--- src/rtl/rr_channel_mux_pkg.sv ---
// Shared mode encodings and small helpers for the round-robin channel mux.
package rr_channel_mux_pkg;

  localparam logic [1:0] MUX_MODE_FIXED  = 2'b00;
  localparam logic [1:0] MUX_MODE_RR     = 2'b01;
  localparam logic [1:0] MUX_MODE_MANUAL = 2'b10;
  localparam logic [1:0] MUX_MODE_RSVD   = 2'b11;

  // Channel index following k, wrapping at n.
  function automatic int unsigned next_chan(input int unsigned k, input int unsigned n);
    return (k + 32'd1 >= n) ? 32'd0 : k + 32'd1;
  endfunction

endpackage

--- src/rtl/rr_channel_mux_grant.sv ---
// Combinational grant selection: one-hot grant plus encoded index for the chosen channel.
module rr_grant_logic
  import rr_channel_mux_pkg::*;
#(
  parameter int CHANNELS = 4,
  parameter int SEL_W    = 2
) (
  input  logic [CHANNELS-1:0] in_valid,
  input  logic [1:0]          mode,
  input  logic [SEL_W-1:0]    sel,
  input  logic [SEL_W-1:0]    rr_ptr,
  output logic [CHANNELS-1:0] grant,
  output logic [SEL_W-1:0]    grant_idx
);

  logic             found_s;
  logic [SEL_W-1:0] scan_idx_s;

  // Pick the granted channel according to the active mode.
  always_comb begin
    grant      = {CHANNELS{1'b0}};
    grant_idx  = {SEL_W{1'b0}};
    found_s    = 1'b0;
    scan_idx_s = {SEL_W{1'b0}};
    case (mode)
      MUX_MODE_FIXED: begin
        for (int i = 0; i < CHANNELS; i++) begin
          if (!found_s && in_valid[i]) begin
            found_s   = 1'b1;
            grant_idx = SEL_W'(i);
          end else begin
            found_s = found_s;
          end
        end
      end
      MUX_MODE_RR: begin
        // Scan starts at rr_ptr; rr_ptr is always < CHANNELS so the sum wraps once.
        for (int off = 0; off < CHANNELS; off++) begin
          scan_idx_s = SEL_W'((int'(rr_ptr) + off) % CHANNELS);
          if (!found_s && in_valid[scan_idx_s]) begin
            found_s   = 1'b1;
            grant_idx = scan_idx_s;
          end else begin
            found_s = found_s;
          end
        end
      end
      MUX_MODE_MANUAL: begin
        if (int'(sel) < CHANNELS) begin
          if (in_valid[sel]) begin
            found_s   = 1'b1;
            grant_idx = sel;
          end else begin
            found_s = 1'b0;
          end
        end else begin
          found_s = 1'b0;
        end
      end
      default: begin
        found_s = 1'b0;
      end
    endcase
    if (found_s) begin
      grant[grant_idx] = 1'b1;
    end else begin
      grant = {CHANNELS{1'b0}};
    end
  end

endmodule

--- src/rtl/rr_channel_mux.sv ---
// Registered N-channel selector with fixed-priority, round-robin and manual modes
// and valid/ready handshakes on every input and on the output.
module rr_channel_mux
  import rr_channel_mux_pkg::*;
#(
  parameter  int WIDTH    = 8,
  parameter  int CHANNELS = 4,
  localparam int SEL_W    = $clog2(CHANNELS)
) (
  input  logic                      clk,
  input  logic                      rst,
  input  logic [CHANNELS*WIDTH-1:0] in_data,
  input  logic [CHANNELS-1:0]       in_valid,
  output logic [CHANNELS-1:0]       in_ready,
  input  logic [1:0]                mode,
  input  logic [SEL_W-1:0]          sel,
  output logic [WIDTH-1:0]          out_data,
  output logic [SEL_W-1:0]          out_chan,
  output logic                      out_valid,
  input  logic                      out_ready
);

  logic [CHANNELS-1:0] grant_s;
  logic [SEL_W-1:0]    grant_idx_s;
  logic [SEL_W-1:0]    rr_ptr_r;
  logic                load_en_s;
  logic                xfer_s;
  logic [WIDTH-1:0]    sel_data_s;

  rr_grant_logic #(
    .CHANNELS (CHANNELS),
    .SEL_W    (SEL_W)
  ) u_grant (
    .in_valid  (in_valid),
    .mode      (mode),
    .sel       (sel),
    .rr_ptr    (rr_ptr_r),
    .grant     (grant_s),
    .grant_idx (grant_idx_s)
  );

  assign load_en_s  = !out_valid || out_ready;
  assign xfer_s     = load_en_s && (|grant_s);
  assign in_ready   = (rst || !load_en_s) ? {CHANNELS{1'b0}} : grant_s;
  assign sel_data_s = in_data[int'(grant_idx_s)*WIDTH +: WIDTH];

  // Output register: load on transfer, empty when the slot frees with nothing granted.
  always_ff @(posedge clk or posedge rst) begin
    if (rst) begin
      out_valid <= 1'b0;
      out_data  <= {WIDTH{1'b0}};
      out_chan  <= {SEL_W{1'b0}};
    end else if (load_en_s) begin
      if (xfer_s) begin
        out_valid <= 1'b1;
        out_data  <= sel_data_s;
        out_chan  <= grant_idx_s;
      end else begin
        out_valid <= 1'b0;
      end
    end
  end

  // Round-robin pointer advances past the winner only on round-robin transfers.
  always_ff @(posedge clk or posedge rst) begin
    if (rst) begin
      rr_ptr_r <= {SEL_W{1'b0}};
    end else if (xfer_s && (mode == MUX_MODE_RR)) begin
      rr_ptr_r <= SEL_W'(next_chan(32'(grant_idx_s), 32'(CHANNELS)));
    end
  end

endmodule

--- config.mk ---
export PLATFORM = sky130hd
export DESIGN_NAME = rr_channel_mux
export DESIGN_NICKNAME = d
export VERILOG_FILES = /design/src/rtl/rr_channel_mux_pkg.sv /design/src/rtl/rr_channel_mux_grant.sv /design/src/rtl/rr_channel_mux.sv
export SDC_FILE = /design/constraint.sdc
export NUM_CORES = 1
export LEC_CHECK = 0
export ABC_AREA = 1
export CAP_MARGIN = 20
export CORE_AREA = 2 2 58 60
export DETAILED_ROUTE_END_ITERATION = 8
export DIE_AREA = 0 0 60 62
export HOLD_SLACK_MARGIN = 0.12
export PLACE_DENSITY = 0.84
export SYNTH_ARGS = -nofsm -noshare
export SYNTH_HDL_FRONTEND = slang
export SYNTH_SLANG_ARGS = --single-unit
--- constraint.sdc ---
create_clock -name clk -period 7 [get_ports clk]
set_clock_uncertainty 0.05 [all_clocks]
set_input_delay 1.05 -clock clk [delete_from_list [all_inputs] [get_ports clk]]
set_output_delay 1.05 -clock clk [all_outputs]
set_load 0.05 [all_outputs]
==> metrics <==
hold buffer count at CTS 0; reg2reg end out_data[3]; Num CTS Buffers 3; warning count from the yosys run 0; largest family of logic cells by synthesized area simple AND/OR/NAND/NOR gates; placement row count 21; fillers 291; clk sinks 13; Final nets 348; post-synthesis mux area share 0; gpl congestion 0.9536; Port-buffer cells 57; Yosys top cell by area nand2_1; top post-synthesis cells by count nand2_1 (91), inv_1 (43), nand3_1 (41), dfrtp_1 (13), nor2_1 (12); Root Buffer clkbuf_4; Synth Flop Type dfrtp_1; Syn Nets 291; first-pass GRT wire length 5.492 mm; met1 GRT Util 0.2708; synthesis-to-finish area growth 43.16%; # DRC 0; Seq/Total Area, Yosys 0.2324; Yosys cell types 23; fin util 0.6305; leakage power 0.001091 uW; RSZ-0062 raised after global routing no; Max Clk Rate 191.7 MHz; critical path type in -> out; I/O pin count 58; dominant cells by area after synthesis nand2_1 (24%), dfrtp_1 (23%), nand3_1 (15%); Die Span Y 62 um; Finished Cell Area 2004 um2; cell count after synthesis 244; Crit. Startpoint sel[0]; gr usage total 0.1865; slowest stage cell, crit path clkdlybuf4s50_1; vias post-DR 1637; vias in the first global route 1346; Setup crit end kind output port; post-synth top area share 0.2440; H-tree depth 1; Avg WL per Cell 9.543 um; Adder-Cell Fraction of Synth Area 0.03575; Core ar. 3179 um2; ANT cells 0; count of final setup violators 0; Cell Area, Placed 1978 um2; critical path arrival 4.12 ns; Slew headroom 0.4746; syn avg cell area 5.738 um2; Worst path most repeated cell nand2_1; largest net degree at the start of global routing 21; antenna violations before repair 0; Worst R2R Setup Slack 3.60 ns; number of synthesized flops with an enable pin 0; Die Width 60 um; clock buffer depth 2; Hold WS 0.4406 ns; met2 usage 0.2997; global route overflow 0; count leader, synth nand2_1; busiest grt layer met2; critical path data required time 5.90 ns; PD cells 325.7 nW/um2; min-delay worst type reg -> reg; post-CTS resize count 0; Synth Area in XOR/XNOR 0; final setup TNS 0 ns; antenna-violating nets left 0; Worst Setup EP in_ready[2]; TritonCTS clock tree done; DRT iter0 DRCs 59; HPWL Detailed 2.724 mm; CP peak stage delay 0.80 ns; worst r2r path cells 15; Worst R2R Start rr_ptr_r[0]; Peak VDD IR 0.09866 mV; startpoint types input port; Max-cap violations 0; asr flop ratio synth 1.000; grt met3 use 0.008282; #FFs+latches synth 13; Compound-Gate Fraction of Synth Area 0.06434; clk_lat worst skew 0.26 ns; endpoints failing hold 0; crit-path max FO 20; cell area after synthesis 1400 um2; Final Critical Period 5.218 ns; slew of the pin with the lowest slew margin 0.7857 ns; DIE AREA 3720 um2; Clk pin slew, worst setup/hold paths 0.07 ns; Initial Utilization 0.4404; crit path cell chain clkdlybuf4s50_1 -> nand2_1 -> o211ai_1 -> nand2_1 -> a31oi_2 -> nand2_4 -> inv_1 -> ha_1 -> nand2_1 -> nor2_1 -> clkdlybuf4s50_1; Pre-antenna DRT Iters 4; Final period util 0.7454; post-CTS setup buffers 0; simple-gate portion of the synthesized area 0.5031; via/cell ratio 4.731; layout cells sized above 1 0.08000; Post-Route WL 3.302 mm; final max-slew violation count 0; status complete, no violations
==> area by class of cell <==
cell class	instances	area [um2]	area share
timing repair buffer	57	570.5	0.2846
clock buffer	4	26.28	0.01311
inverter	48	180.2	0.08989
sequential	13	325.3	0.1623
tap	46	57.56	0.02871
multi-input combinational	178	844.6	0.4213
==> logic make-up (layout without fill, tap and decap cells) <==
logic type	Yosys count	count (layout)
AOI/OAI and AO/OA	14	14
adders and majority gates	4	4
buffers and inverters	53	109
DFF	13	13
and+or+nand+nor	160	160
==> worst max-delay path: cells and delay by family <==
family	cells	cell delay [ns]
compound gates	2	0.69
fa+ha+maj	1	0.18
buf+inv	3	1.55
simple gates	5	0.64
==> sequential cells by signal, summed over array words and instances, names as in the netlist <==
name and count:
out_chan 2, out_data 8, out_valid 1, rr_ptr_r 2
==> how the worst min path moves through the flow <==
stage                      startpoint     endpoint  slack (ns)  cells past startpoint
after CTS                 out_data[7]  out_data[7]        0.44                      2
after floorplan           rr_ptr_r[1]  rr_ptr_r[1]        0.53                      2
after detailed placement  out_data[7]  out_data[7]        0.43                      2
after global routing      out_data[2]  out_data[2]        0.46                      2
after global placement    out_data[5]  out_data[5]        0.42                      2
final                     out_data[2]  out_data[2]        0.44                      2
==> cells in the final DEF, fill, tap and decap left out <==
cell / instances
clkbuf_4: 3
o21ai_0: 4
a21oi_1: 3
a21oi_2: 1
nor2_2: 1
inv_1: 43
nand2_4: 2
a31oi_2: 1
o211ai_1: 2
nand3_1: 41
clkdlybuf4s50_1: 57
inv_2: 5
ha_1: 4
nand2_1: 91
nor3_1: 2
o41ai_1: 1
dfrtp_1: 13
nor2_4: 1
nand2_2: 10
nor2_1: 12
clkbuf_1: 1
o21ai_1: 2
==> power breakdown <==
part	total, uW	internal [uW]	switching, uW
clock	43.8	22.0	21.7
combinational	468	161	307
sequential	142	111	30.8
==> metrics by stage <==
stage,instances,worst slack [ns],power (uW)
after floorplan,244,2.996,489.6
after global placement,342,1.851,600.3
after detailed placement,342,1.766,607.4
after CTS,346,1.760,653.3
after global routing,346,1.510,714.3
final,346,1.782,652.9
==> per-layer routing <==
metal	part of all wire	vias up	routed length [um]
met3	0.042	4	138
met5	0	-	0
met2	0.47	46	1543
met4	0.013	0	44
met1	0.48	720	1576
li1	-	867	-
Power figures use the tool's default switching activity.
